$ cat config.mk
export PLATFORM = sky130hd
export DESIGN_NAME = clk_tick_receiver
export DESIGN_NICKNAME = d
export VERILOG_FILES = /design/src/rtl/clk_tick_pkg.sv /design/src/rtl/clk_tick_channel.sv /design/src/rtl/clk_tick_receiver.sv
export SDC_FILE = /design/constraint.sdc
export NUM_CORES = 1
export LEC_CHECK = 0
export CORE_MARGIN = 2
export CORE_UTILIZATION = 65
export CTS_CLUSTER_SIZE = 20
export DETAILED_ROUTE_END_ITERATION = 10
export PLACE_DENSITY = 0.83
export SLEW_MARGIN = 20
export SYNTH_ARGS = -nofsm -noshare
export SYNTH_HDL_FRONTEND = slang
export SYNTH_SLANG_ARGS = --single-unit
$ cat constraint.sdc
create_clock -name clk_in_100m_hz -period 6.45 [get_ports clk_in_100m_hz]
set_clock_uncertainty 0.1 [all_clocks]
set_input_delay 0.9675 -clock clk_in_100m_hz [delete_from_list [all_inputs] [get_ports clk_in_100m_hz]]
set_output_delay 0.9675 -clock clk_in_100m_hz [all_outputs]
set_load 0.005 [all_outputs]
$ cat src/rtl/clk_tick_pkg.sv
// ============================================================================
// Module   : clk_tick_pkg
// Purpose  : Shared channel-state encoding and default timing constants for
//            the divided-clock tick receiver.
// Revision : 1.0 - initial release
// ============================================================================
`default_nettype none

package clk_tick_pkg;

    typedef enum logic [1:0] {
        ARM   = 2'd0,
        RUN   = 2'd1,
        STALL = 2'd2
    } chan_state_e;

    localparam int WDT_W_DEF       = 21;
    localparam int TIMEOUT_1K_DEF  = 200000;
    localparam int TIMEOUT_100_DEF = 2000000;

endpackage

`default_nettype wire

$ cat src/rtl/clk_tick_channel.sv
// ============================================================================
// Module   : clk_tick_channel
// Purpose  : One divided-clock channel: synchroniser, rising-edge tick,
//            ARM/RUN/STALL watchdog. Optional tick counter under TICK_COUNT_EN.
// Revision : 1.0 - initial release
// ============================================================================
`default_nettype none

module clk_tick_channel
    import clk_tick_pkg::*;
#(
    parameter int SYNC_STAGES = 2,
    parameter int WDT_W       = WDT_W_DEF,
    parameter int TIMEOUT     = TIMEOUT_1K_DEF
) (
    input  logic        clk,
    input  logic        i_rst_n,
    input  logic        i_async,
    input  logic        i_fault_clr,
    output logic        o_tick,
    output logic        o_stall
`ifdef TICK_COUNT_EN
    ,
    output logic [15:0] o_tick_cnt
`endif
);

    generate
        if (SYNC_STAGES < 2 || SYNC_STAGES > 4) begin : g_bad_sync_stages
            $error("clk_tick_channel: SYNC_STAGES must be in 2..4");
        end
        if (TIMEOUT < 1 ||
            longint'(TIMEOUT) > ((longint'(1) << WDT_W) - longint'(1))) begin : g_bad_timeout
            $error("clk_tick_channel: TIMEOUT must be in 1..2^WDT_W-1");
        end
    endgenerate

    localparam logic [WDT_W-1:0] c_wdt_last = WDT_W'(TIMEOUT - 1);
    localparam logic [WDT_W-1:0] c_wdt_max  = '1;
    localparam logic [2:0]       c_arm_last = 3'(SYNC_STAGES);

    logic [SYNC_STAGES-1:0] r_sync_q, w_sync_d;
    logic                   r_prev_q, w_prev_d;
    logic                   r_tick_q, w_tick_d;
    logic                   r_stall_q, w_stall_d;
    logic [WDT_W-1:0]       r_wdt_q, w_wdt_d;
    logic [2:0]             r_arm_q, w_arm_d;
    chan_state_e            r_state_q, w_state_d;
    logic                   w_sync_out;
    logic                   w_rise;

    assign w_sync_out = r_sync_q[SYNC_STAGES-1];
    assign w_rise     = w_sync_out & ~r_prev_q;

    always_comb begin
        w_sync_d  = {r_sync_q[SYNC_STAGES-2:0], i_async};
        w_state_d = r_state_q;
        w_prev_d  = r_prev_q;
        w_tick_d  = 1'b0;
        w_stall_d = r_stall_q;
        w_wdt_d   = r_wdt_q;
        w_arm_d   = r_arm_q;

        case (r_state_q)
            ARM: begin
                // Seeding prev on exit suppresses a tick for an input already high.
                if (r_arm_q == c_arm_last) begin
                    w_state_d = RUN;
                    w_prev_d  = w_sync_out;
                end else begin
                    w_arm_d = r_arm_q + 3'd1;
                end
            end
            RUN: begin
                w_prev_d = w_sync_out;
                w_tick_d = w_rise;
                if (w_rise) begin
                    w_wdt_d = '0;
                end else if (r_wdt_q == c_wdt_last) begin
                    w_state_d = STALL;
                    w_stall_d = 1'b1;
                end else if (r_wdt_q != c_wdt_max) begin
                    w_wdt_d = r_wdt_q + 1'b1;
                end
            end
            STALL: begin
                w_prev_d = w_sync_out;
                w_tick_d = w_rise;
                if (i_fault_clr) begin
                    w_state_d = RUN;
                    w_stall_d = 1'b0;
                    w_wdt_d   = '0;
                end
            end
            default: begin
                w_state_d = ARM;
                w_stall_d = 1'b0;
                w_wdt_d   = '0;
                w_arm_d   = '0;
            end
        endcase
    end

    always_ff @(posedge clk) begin
        if (!i_rst_n) begin
            r_sync_q  <= '0;
            r_prev_q  <= 1'b0;
            r_tick_q  <= 1'b0;
            r_stall_q <= 1'b0;
            r_wdt_q   <= '0;
            r_arm_q   <= '0;
            r_state_q <= ARM;
        end else begin
            r_sync_q  <= w_sync_d;
            r_prev_q  <= w_prev_d;
            r_tick_q  <= w_tick_d;
            r_stall_q <= w_stall_d;
            r_wdt_q   <= w_wdt_d;
            r_arm_q   <= w_arm_d;
            r_state_q <= w_state_d;
        end
    end

    assign o_tick  = r_tick_q;
    assign o_stall = r_stall_q;

`ifdef TICK_COUNT_EN
    logic [15:0] r_tcnt_q, w_tcnt_d;

    always_comb begin
        w_tcnt_d = r_tcnt_q + {15'd0, w_tick_d};
    end

    always_ff @(posedge clk) begin
        if (!i_rst_n) begin
            r_tcnt_q <= '0;
        end else begin
            r_tcnt_q <= w_tcnt_d;
        end
    end

    assign o_tick_cnt = r_tcnt_q;
`endif

endmodule

`default_nettype wire

$ cat src/rtl/clk_tick_receiver.sv
// ============================================================================
// Module   : clk_tick_receiver
// Purpose  : Turns the 1 kHz and 100 Hz divided clocks into one-cycle ticks in
//            the 100 MHz domain, with per-channel stall watchdogs. Define
//            TICK_COUNT_EN to add the 16-bit tick counters.
// Revision : 1.0 - initial release
// ============================================================================
`default_nettype none

module clk_tick_receiver
    import clk_tick_pkg::*;
#(
    parameter int SYNC_STAGES = 2,
    parameter int WDT_W       = WDT_W_DEF,
    parameter int TIMEOUT_1K  = TIMEOUT_1K_DEF,
    parameter int TIMEOUT_100 = TIMEOUT_100_DEF
) (
    input  logic        clk_in_100m_hz,
    input  logic        rst_n,
    input  logic        clk_1000_hz_in,
    input  logic        clk_100_hz_in,
    input  logic        fault_clr,
    output logic        tick_1k,
    output logic        tick_100,
    output logic        stall_1k,
    output logic        stall_100
`ifdef TICK_COUNT_EN
    ,
    output logic [15:0] tick_cnt_1k,
    output logic [15:0] tick_cnt_100
`endif
);

    clk_tick_channel #(
        .SYNC_STAGES (SYNC_STAGES),
        .WDT_W       (WDT_W),
        .TIMEOUT     (TIMEOUT_1K)
    ) u_ch_1k (
        .clk         (clk_in_100m_hz),
        .i_rst_n     (rst_n),
        .i_async     (clk_1000_hz_in),
        .i_fault_clr (fault_clr),
        .o_tick      (tick_1k),
        .o_stall     (stall_1k)
`ifdef TICK_COUNT_EN
        ,
        .o_tick_cnt  (tick_cnt_1k)
`endif
    );

    clk_tick_channel #(
        .SYNC_STAGES (SYNC_STAGES),
        .WDT_W       (WDT_W),
        .TIMEOUT     (TIMEOUT_100)
    ) u_ch_100 (
        .clk         (clk_in_100m_hz),
        .i_rst_n     (rst_n),
        .i_async     (clk_100_hz_in),
        .i_fault_clr (fault_clr),
        .o_tick      (tick_100),
        .o_stall     (stall_100)
`ifdef TICK_COUNT_EN
        ,
        .o_tick_cnt  (tick_cnt_100)
`endif
    );

endmodule

`default_nettype wire

After elaboration in Yosys (flattened, before gate mapping)
Index checks and enable logic that the tools add are counted.

Register bits after elaboration: 62. Input bits: 5. Output and inout bits: 4. Logic and storage cells: 101.

Add/sub/neg operators: 4. Equal/unequal tests: 24. Muxes and demuxes: 33. Bitwise operators: 8. Reductions and logical operators: 18.

Operator list (count): 21-bit two-way mux (7); 21-bit case mux with 3 select lines (2); 21-bit by 1-bit adder with 21-bit output (second input constant) (2); 21-bit inequality test (second input constant) (2); 4-bit AND reduction (6); 21-bit by 18-bit == test with 1-bit output (second input constant) (1); 21-bit == test (second input constant) (1); 2-bit two-way mux (7); 2-bit inequality test (second input constant) (6); 2-bit case mux with 3 select lines (2); 3-bit case mux with 2 select lines (2); 2-bit AND reduction (6); 2-bit by 1-bit inequality test with 1-bit output (second input constant) (4); 1-bit two-way mux (7); 3-bit by 1-bit adder with 3-bit output (second input constant) (2); 3-bit by 2-bit == test with 1-bit output (second input constant) (2); 3-bit two-way mux (2); 3-bit by 1-bit inequality test with 1-bit output (second input constant) (2); 3-bit by 2-bit inequality test with 1-bit output (second input constant) (2); 1-bit NOT (6); 1-bit case mux with 3 select lines (2); 2-bit by 1-bit == test with 1-bit output (second input constant) (2); 2-bit == test (second input constant) (2); 2-bit logical NOT (2); 4 further kinds (8).

Logic depth before layout (Yosys ltp)
Gate-level depths: netlist (run 1).

Depth after elaboration: 5. Depth in mapped cells: 9. Gate-level depth less buffers: 7.

Cells and area by module
A second synthesis (run 1) with hierarchy kept.

Cells, all modules: 414. Area, all modules: 3542.1 sq um.

By module, submodules not included: clk_tick_channel at u_ch_1k (instances 1, cells each 210, area an instance 1854.3 sq um, seq. area each 620.6 sq um); clk_tick_channel at u_ch_100 (instances 1, cells each 204, area an instance 1687.9 sq um, seq. area each 620.6 sq um).

Worst setup path after synthesis (run 1)
OpenSTA, ideal clock, no wires.

Kind: flip-flop to flip-flop. Start: reg u_ch_1k.r_wdt_q[0]. End: reg u_ch_1k.r_wdt_q[16]. Library setup time: 0.095 ns. Arrival time: 2.075 ns. Data required time: 6.255 ns. Path slack: 4.179 ns. Stages on the path, launching flop included: 9. Buffers on the path: 2. Period minus slack after synthesis: 2.271 ns. Cells stage by stage: dfxtp_1 -> ha_1 -> nand3_2 -> or4_4 -> buf_6 -> o22a_1 -> buf_6 -> a2111o_1 -> o311ai_1.

Longest elaborated chain between the ends: 5. Elaborated cells on any way between the ends: 10. Classes of those cells: 1 x add/sub; 4 x eq/ne; 4 x mux; 1 x reduce/logical.

Ends and longest elaborated chain: start, declared (line clk_tick_channel.sv:46) `logic [WDT_W-1:0] r_wdt_q, w_wdt_d;`; start signal, assigned (line clk_tick_channel.sv:118) `r_wdt_q <= w_wdt_d;`; 21-bit by 1-bit adder with 21-bit output (line clk_tick_channel.sv:83) `w_wdt_d = r_wdt_q + 1'b1;`; 21-bit two-way mux (line clk_tick_channel.sv:82) `end else if (r_wdt_q != c_wdt_max) begin`; 21-bit two-way mux (line clk_tick_channel.sv:79) `end else if (r_wdt_q == c_wdt_last) begin`; 21-bit two-way mux (line clk_tick_channel.sv:77) `if (w_rise) begin`; 21-bit case mux with 3 select lines (line clk_tick_channel.sv:64) `case (r_state_q)`.

Parallel ways exist; a longest one is shown, timed or not. The select of a mux whose other input is x is not followed. A chain may end at the register's enable or synchronous reset.

Final worst setup path (run 1)
Start: in fault_clr. End: reg u_ch_100.r_wdt_q[2].

Longest elaborated chain between the ends: 2.

Ends and longest elaborated chain: start, declared (line clk_tick_receiver.sv:22) `input logic fault_clr,`; 2-bit inequality test (no line); 4-bit AND reduction (no line); end signal, assigned (line clk_tick_channel.sv:118); end, declared (line clk_tick_channel.sv:46).

No other way between the ends.

==> flow_summary.json, run 1 <==
{
  "outcome": "finished clean",
  "clkLatencyLatePin_ns": 0.35,
  "dp_slack_ns": 3.29,
  "start_util": 0.672,
  "drive_gt1_frac": 0.0778,
  "cap_violations": 0,
  "fin_crit_ns": 2.79,
  "critPathMaxStageDelay_ns": 0.81,
  "ctsHtreeMaxLevel": 3,
  "hold_depth": 1,
  "cellLeakagePower_nw": 1.32,
  "syn_nets": 484,
  "max_freq_mhz": 358,
  "synth_area_um2": 3700,
  "die_w_um": 79.4,
  "synth_top_flop_cell": "dfxtp_1",
  "design_area_um2": 3970,
  "drc": 0,
  "cp_max_fo": 14,
  "timing.final.ws_setup_ns": 3.66,
  "worstPathCellList": "clkdlybuf4s50_1 > nand2b_1 > nand2_1 > nor2_1 > o21ai_0",
  "setup-tns-final_ns": 0,
  "nFillCells": 439,
  "fp.dieH_um": 79.4,
  "drt_wl_total_um": 8950,
  "cts_tree": "built",
  "grt_pass1_vias": 3368,
  "arrival_ns": 2.89,
  "hold_ws_ns": 0.324,
  "area_growth_pct": 7.20,
  "gp_congestion": 0.871,
  "cp-start-kind": "input pin",
  "power.total_mw": 1.12,
  "numCtsBuffers": 9,
  "grt_max_degree": 55,
  "min_to": "u_ch_1k.r_sync_q[1]",
  "setup_viol": 0,
  "final_util": 0.720,
  "slew_viol_final": 0,
  "power.density_nw_per_um2": 283,
  "path_class": "input pin to flop",
  "peakVddDrop_v": 0.000296,
  "synth_top_cell_by_area": "dfxtp_1",
  "reg2reg_to": "u_ch_1k.r_wdt_q[2]",
  "r2r_cells": 6,
  "syn_inst": 467,
  "dp_hpwl_um": 5930,
  "dpl_cell_area_um2": 3740,
  "antenna_found_initial": 0,
  "diodes": 0,
  "syn_avg_cell_area_um2": 7.92,
  "viasPerCell": 6.77,
  "portBuffers": 8,
  "ff2ff_setup_slack_ns": 3.94,
  "ios": 9,
  "clkTransAtPathRegs_ns": 0.08,
  "cts.path.max_buffers": 2,
  "worst_pin_slew_ns": 0.951,
  "synth.distinct_cells": 66,
  "ant_nets": 0,
  "hold_start": "u_ch_1k.r_sync_q[0]",
  "first_iter_violations": 547,
  "synth_edf_count": 0,
  "max-slew-margin-rel": 0.363,
  "hold_violations": 0,
  "synth_area_leaders": "dfxtp_1, nand2_1, ha_1, o21ai_0, nor2_1",
  "worst-path-buf-inv": 1,
  "ys_seq_area_frac": 0.335,
  "fp-row-count": 27,
  "dr.pass1.iters": 7,
  "clock-root-buffer": "clkbuf_8",
  "cts_hold_buf": 0,
  "timing.rr.start": "u_ch_1k.r_wdt_q[0]",
  "yosys_warnings": 0,
  "grt.total_usage": 0.308,
  "cp_data_required_time_ns": 6.54,
  "wl_per_cell_um": 16.7,
  "yosys.area.top_type_share": 0.335,
  "cpMaxStageDelayCell": "nor2_1",
  "synth-seq-cells": 62,
  "placed_cells": 519,
  "cts_setup_buffers": 0,
  "cp_top_family": "simple AND/OR/NAND/NOR gates",
  "design.die.area_um2": 6310,
  "cts_resized": 0,
  "cts.sinks": 62,
  "nets": 475,
  "fin_cells": 535,
  "fp.coreArea_um2": 5510,
  "post-route-period-util": 0.433,
  "vias": 3624,
  "endpoint_kind": "flop",
  "hold_path.class": "flop to flop",
  "grt_setup_unrepaired": "false",
  "cp.depth": 5,
  "grt_overflow_total": 0,
  "grt_pass1_wl_um": 15600,
  "async_reset_ff_frac": 0
}
-- synthesized netlist by cell type (6+ instances only) --
library cell	number
a21oi_1	20
a311oi_1	6
a31oi_1	13
a41oi_1	7
and3_1	7
clkbuf_1	22
dfxtp_1	62
ha_1	12
inv_1	19
nand2_1	55
nand3_1	24
nand4_1	14
nor2_1	33
nor2b_1	6
nor3_1	14
nor4_1	11
nor4b_1	6
o21ai_0	26
o311ai_0	8
or3_1	6
-- power breakdown --
group	internal, mW	switching, mW
combinational	0.104	0.205
sequential	0.406	0.0164
clock	0.219	0.171
total	0.728	0.393
-- how the worst max path moves through the flow --
stage | slack, ns | end | start
3_3_place_gp | 3.38 | u_ch_100.r_wdt_q[4] | fault_clr
4_1_cts | 3.67 | u_ch_100.r_wdt_q[2] | fault_clr
3_5_place_dp | 3.29 | u_ch_100.r_wdt_q[14] | fault_clr
5_1_grt | 3.43 | u_ch_100.r_wdt_q[2] | fault_clr
2_1_floorplan | 4.18 | u_ch_1k.r_wdt_q[16] | u_ch_1k.r_wdt_q[0]
6_report | 3.66 | u_ch_100.r_wdt_q[2] | fault_clr
-- layout make-up --
type / instances / area (µm²) / area share
Clock buffer: 9 / 124 / 0.0312
Tap cell: 72 / 90.1 / 0.0227
Clock inverter: 7 / 97.6 / 0.0246
Inverter: 19 / 71.3 / 0.0180
Sequential cell: 62 / 1240 / 0.313
Timing Repair Buffer: 10 / 90.1 / 0.0227
Multi-Input combinational cell: 356 / 2250 / 0.568
-- kinds of logic (layout without fill, tap and decap cells) --
group / Yosys count / count (layout) / share of synthesized area
adder cells (fa/ha/maj): 12 / 12 / 0.0406
AO/OA/AOI/OAI: 124 / 124 / 0.241
flip-flops: 62 / 62 / 0.335
multiplexers: 6 / 6 / 0.0166
buffers and inverters: 49 / 45 / 0.0558
AND/OR/NAND/NOR: 214 / 214 / 0.310
-- per-layer routing --
layer / routed length (µm) / share of wire / vias to the layer above / GRT usage
li1: - / - / 1755 / -
met1: 3980 / 0.44 / 1673 / 0.419
met2: 4140 / 0.46 / 178 / 0.486
met3: 704 / 0.079 / 18 / 0.0645
met4: 127 / 0.014 / 0 / 0.103
met5: 0 / 0 / - / 0
-- registers in the layout, summed over array words and instances, names as in the netlist --
signal / cells
u_ch_100.r_state_q: 2
u_ch_100.r_wdt_q: 21
u_ch_100.r_arm_q: 3
u_ch_1k.r_sync_q: 2
u_ch_1k.o_tick: 1
u_ch_100.r_sync_q: 2
u_ch_1k.r_state_q: 2
u_ch_1k.r_wdt_q: 21
u_ch_1k.r_arm_q: 3
u_ch_100.r_prev_q: 1
u_ch_1k.r_prev_q: 1
u_ch_100.o_tick: 1
u_ch_100.o_stall: 1
u_ch_1k.o_stall: 1
-- cell usage in the layout, fill, tap and decap left out, types with 3 or more instances in the layout --
master           Yosys  final
nand2b_1             5      5
nor2_1              33     33
a41oi_1              7      7
o21ai_0             26     26
clkbuf_8             0      9
a31oi_1             13     13
a311oi_1             6      6
mux2i_1              5      5
nor3_1              14     14
ha_1                12     12
nor2b_1              6      6
nand4b_1             5      5
or4_1                3      3
inv_1               19     19
or2_2                4      4
o211a_1              4      4
and2_1               5      5
o221a_2              4      4
nand2_1             55     55
dfxtp_1             62     62
and3_1               7      7
clkdlybuf4s50_1      0      7
o211ai_1             4      4
a21oi_1             20     20
and4_1               3      3
nand3_1             24     24
o22a_1               3      3
nand4_1             14     14
o311ai_0             8      8
a21o_1               3      3
or3_1                6      6
nor4b_1              6      6
o22ai_1              4      4
nor4_1              11     11
No activity file was read; power rests on OpenSTA's default activity.
==> run 2, diff against run 1 <==
- CORE_UTILIZATION: 65 -> 62
- PLACE_DENSITY: 0.83 -> 0.8
- clock period: 6.45 -> 2.9 ns (I/O delays scaled with it)
==> run 2 against run 1 <==
  * Via count up 2.6%
  * Sequential share of layout area decreased by 0.69 points
  * Critical path depth increased by 1
  * Die area is 4.6% higher
  * Clock power rose by 140%
  * Combinational power increased by 140%
  * Non-clock buffer count grew 8
  * Design area grew 2.2%
  * Largest cell class unchanged
  * Largest power group is now clock
==> flow_summary.json, run 2 (synthesis gave the netlist of run 1 again) <==
{
  "fp-row-count": 28,
  "nFillCells": 443,
  "cts.sinks": 62,
  "grt_setup_unrepaired": "false",
  "cap_violations": 0,
  "endpoint_kind": "flop",
  "cp-start-kind": "flop",
  "cts_setup_buffers": 0,
  "max-slew-margin-rel": 0.494,
  "worst-path-buf-inv": 0,
  "grt_pass1_vias": 3274,
  "fp.coreArea_um2": 5850,
  "diodes": 0,
  "wl_per_cell_um": 16.5,
  "design.die.area_um2": 6600,
  "hold_violations": 0,
  "viasPerCell": 6.81,
  "cp_top_family": "compound AO/OA/AOI/OAI gates",
  "vias": 3719,
  "worst_pin_slew_ns": 0.758,
  "dr.pass1.iters": 8,
  "cts_hold_buf": 0,
  "slew_viol_final": 0,
  "start_util": 0.632,
  "post-route-period-util": 0.847,
  "grt_overflow_total": 0,
  "ctsHtreeMaxLevel": 3,
  "peakVddDrop_v": 0.000472,
  "clkTransAtPathRegs_ns": 0.07,
  "ios": 9,
  "dp_hpwl_um": 6000,
  "portBuffers": 8,
  "critPathMaxStageDelay_ns": 0.64,
  "layout_common_cells": "dfxtp_1, nand2_1, nor2_1",
  "clock-root-buffer": "clkbuf_8",
  "grt.total_usage": 0.292,
  "setup-tns-final_ns": 0,
  "gp_congestion": 0.972,
  "cpMaxStageDelayCell": "or4_4",
  "drive_gt1_frac": 0.0934,
  "power.density_nw_per_um2": 648,
  "cp_max_fo": 17,
  "drt_wl_total_um": 9000,
  "drc": 0,
  "grt.busiest_layer": "met2",
  "outcome": "finished clean",
  "cts_resized": 0,
  "cellLeakagePower_nw": 1.38,
  "worstPathCellList": "ha_1 > nand3_2 > or4_4 > o22ai_4 > o21ai_0 > a311oi_1",
  "max_freq_mhz": 407,
  "grt_pass1_wl_um": 15200,
  "clkLatencyLatePin_ns": 0.35,
  "numCtsBuffers": 9,
  "die_w_um": 81.3,
  "grt_max_degree": 54,
  "fin_crit_ns": 2.46,
  "cts_tree": "built",
  "cp_data_required_time_ns": 3.05,
  "ant_nets": 0,
  "met2_usage": 0.445,
  "hold_ws_ns": 0.357,
  "grtUsageMet3": 0.0533,
  "mostFrequentLayoutCell": "dfxtp_1",
  "antenna_found_initial": 0,
  "area_growth_pct": 9.60,
  "fp.dieH_um": 81.3,
  "hold_path.class": "flop to flop",
  "largestRegisters": "u_ch_100.r_wdt_q x21, u_ch_1k.r_wdt_q x21",
  "first_iter_violations": 417,
  "cts.path.max_buffers": 2,
  "nets": 483,
  "met1_usage": 0.406,
  "arrival_ns": 2.61,
  "setup_viol": 0,
  "path_class": "flop to flop"
}
run 2: layout make-up:
type / count / area [µm²] / area share
multi-input combinational: 356 / 2250 / 0.555
sequential: 62 / 1240 / 0.306
timing repair buffer: 18 / 150 / 0.0370
clock buffer: 10 / 138 / 0.0339
clock inverter: 6 / 109 / 0.0268
tap: 75 / 93.8 / 0.0231
inverter: 19 / 71.3 / 0.0176
run 2: power breakdown:
part / leakage, nW / internal, mW / total (mW) / switching (mW)
Combinational: 0.757 / 0.262 / 0.737 / 0.475
Clock: 0.126 / 0.593 / 0.953 / 0.360
Sequential: 0.501 / 0.903 / 0.939 / 0.0364
run 2: worst paths after layout:
path,to,slack (ns),startpoint,cells past startpoint
max,u_ch_1k.r_wdt_q[7],0.44,u_ch_1k.r_wdt_q[0],6
min,u_ch_1k.r_sync_q[1],0.36,u_ch_1k.r_sync_q[0],1
max reg2reg,u_ch_1k.r_wdt_q[7],0.44,u_ch_1k.r_wdt_q[0],6
min reg2reg,u_ch_1k.r_sync_q[1],0.36,u_ch_1k.r_sync_q[0],1
run 2: per-layer routing:
metal  up-vias  share of wire
li1       1775              -
met1      1737           0.45
met2       183           0.46
met3        24          0.074
met4         0          0.020
met5         -              0
run 2: per-stage QoR:
stage                      util  instances  setup slack [ns]  power, mW  area [µm²]
after floorplan               -        467             0.629       1.49        3700
after global placement    0.651        530             0.566       1.65        3810
after detailed placement  0.651        530             0.512       1.68        3810
after CTS                 0.693        546             0.496       2.62        4060
after global routing      0.693        546             0.233       2.76        4060
final                     0.693        546             0.442       2.63        4060
==> run 3, diff against run 2 <==
- clock period: 2.9 -> 2.3 ns (I/O delays scaled with it)
==> run 3 against run 2 <==
  * Cell count is 5.1% higher
  * Sequential power up 26%
  * Global-route usage is 1.6 points higher
  * Count of clock-buffer cells in the layout is 2 higher
  * Sequential share of layout area down 1.2 points
  * Hold slack got worse by 0.045 ns
  * Total power grew 22%
  * Maximum frequency is 9.8% higher
  * Setup slack got worse by 0.38 ns
  * Largest cell class unchanged
==> flow_summary.json, run 3 (synthesis gave the netlist of run 1 again) <==
{
  "drive_gt1_frac": 0.144,
  "worst-path-buf-inv": 0,
  "start_util": 0.632,
  "drt_wl_total_um": 9410,
  "power.density_nw_per_um2": 757,
  "hold_path.class": "input pin to flop",
  "max_freq_mhz": 447,
  "setup_viol": 0,
  "fin_crit_ns": 2.24,
  "cap_violations": 0,
  "reg2reg_to": "u_ch_1k.r_state_q[0]",
  "hold_violations": 0,
  "grt_overflow_total": 0,
  "peakVddDrop_v": 0.000755,
  "clkTransAtPathRegs_ns": 0.07,
  "cts_tree": "built",
  "outcome": "finished clean",
  "top_layer_used": "met4",
  "arrival_ns": 2.37,
  "wl_met3_um": 730,
  "setup-tns-final_ns": 0,
  "area_growth_pct": 14.1,
  "crit_end": "u_ch_1k.r_state_q[0]",
  "design_area_um2": 4220,
  "drc": 0,
  "mostFrequentLayoutCell": "dfxtp_1",
  "cts_resized": 0,
  "crit_path_start": "u_ch_1k.r_wdt_q[18]",
  "cts.path.max_buffers": 2,
  "cts.sinks": 62,
  "fp.coreArea_um2": 5850,
  "cp_data_required_time_ns": 2.44,
  "grt_pass1_wl_um": 15800,
  "design.die.area_um2": 6600,
  "cts_setup_buffers": 0,
  "grt.total_usage": 0.308,
  "dpl_cell_area_um2": 4020,
  "cpMaxStageDelayCell": "or4_4",
  "clock-root-buffer": "clkbuf_8",
  "layout_common_cells": "dfxtp_1, nand2_1, buf_4",
  "critPathMaxStageDelay_ns": 0.46,
  "timing.rr.start": "u_ch_1k.r_wdt_q[18]",
  "clkLatencyLatePin_ns": 0.34,
  "cp_top_family": "simple AND/OR/NAND/NOR gates",
  "cellLeakagePower_nw": 1.50,
  "post-route-period-util": 0.973,
  "ant_nets": 0,
  "cp.depth": 5,
  "grt_max_degree": 25,
  "cts_hold_buf": 0,
  "path_class": "flop to flop",
  "power.total_mw": 3.20,
  "wl_met1_um": 4330,
  "slew_viol_final": 0,
  "grt_setup_unrepaired": "false",
  "cp_max_fo": 5,
  "ctsHtreeMaxLevel": 3,
  "diodes": 0,
  "dp_hpwl_um": 6410,
  "r2r_cells": 5,
  "vias": 3784,
  "die_w_um": 81.3,
  "dr_wl_met2_um": 4190,
  "gp_congestion": 0.992,
  "wl_per_cell_um": 16.4,
  "ios": 9,
  "antenna_found_initial": 0,
  "grt_pass1_vias": 3449,
  "ff2ff_setup_slack_ns": 0.06,
  "largestRegisters": "u_ch_100.r_wdt_q x21, u_ch_1k.r_wdt_q x21",
  "dr.pass1.iters": 5,
  "endpoint_kind": "flop",
  "nets": 511,
  "cp-start-kind": "flop",
  "fp.dieH_um": 81.3,
  "numCtsBuffers": 9,
  "worstPathCellList": "nand3b_1 > or4_4 > or3_1 > a2111o_1 > o211a_1",
  "worst_pin_slew_ns": 0.575,
  "viasPerCell": 6.59,
  "fp-row-count": 28,
  "first_iter_violations": 389,
  "portBuffers": 8,
  "max-slew-margin-rel": 0.614
}
-- run 3: cell types whose count changed in the layout (fill, tap and decap cells not counted) --
| cell | delta |
|---|---|
| a2111oi_1 | +1 |
| buf_4 | +28 |
| ha_1 | -1 |
| clkbuf_8 | +1 |
| clkinv_2 | +1 |
| ha_2 | +1 |
| clkinv_4 | -1 |
| clkbuf_1 | +1 |
| a2111oi_0 | -1 |
| bufinv_16 | -2 |
-- run 3: metrics by stage --
stage | hold WS (ns) | utilization | std cells | setup WS, ns
floorplan | 0.312 | - | 467 | 0.0293
detailed placement | 0.321 | 0.687 | 558 | 0.0694
CTS | 0.298 | 0.721 | 574 | 0.0674
global route | 0.321 | 0.722 | 574 | 0.000757
finish | 0.312 | 0.722 | 574 | 0.0626
global placement | 0.319 | 0.687 | 558 | 0.101
-- run 3: cell type report --
type	count	area [µm²]
Clock buffer	12	155
Inverter	19	71.3
Clock inverter	4	45.0
Multi-Input combinational cell	356	2260
Tap cell	75	93.8
Timing Repair Buffer	46	360
Fill cell	417	1630
Sequential cell	62	1240
-- run 3: where the power goes --
part	switching (mW)	total (mW)	internal [mW]
Combinational	0.626	1.02	0.390
Clock	0.440	0.995	0.555
Sequential	0.0466	1.18	1.14
-- run 3: worst min-delay path by stage --
stage | endpoint | depth (start not counted) | slack [ns] | start
CTS | u_ch_100.r_wdt_q[10] | 2 | 0.30 | rst_n
global route | u_ch_100.r_wdt_q[15] | 2 | 0.32 | rst_n
detailed placement | u_ch_1k.r_sync_q[1] | 1 | 0.32 | u_ch_1k.r_sync_q[0]
finish | u_ch_100.r_wdt_q[10] | 2 | 0.31 | rst_n
global placement | u_ch_1k.r_sync_q[1] | 1 | 0.32 | u_ch_1k.r_sync_q[0]
floorplan | u_ch_100.r_sync_q[1] | 1 | 0.31 | u_ch_100.r_sync_q[0]
-- run 3: per-layer routing --
| layer | track usage | up-vias |
|---|---|---|
| met1 | 0.423 | 1780 |
| met4 | 0.117 | 0 |
| met2 | 0.479 | 153 |
| li1 | - | 1833 |
| met5 | 0 | - |
| met3 | 0.0600 | 18 |
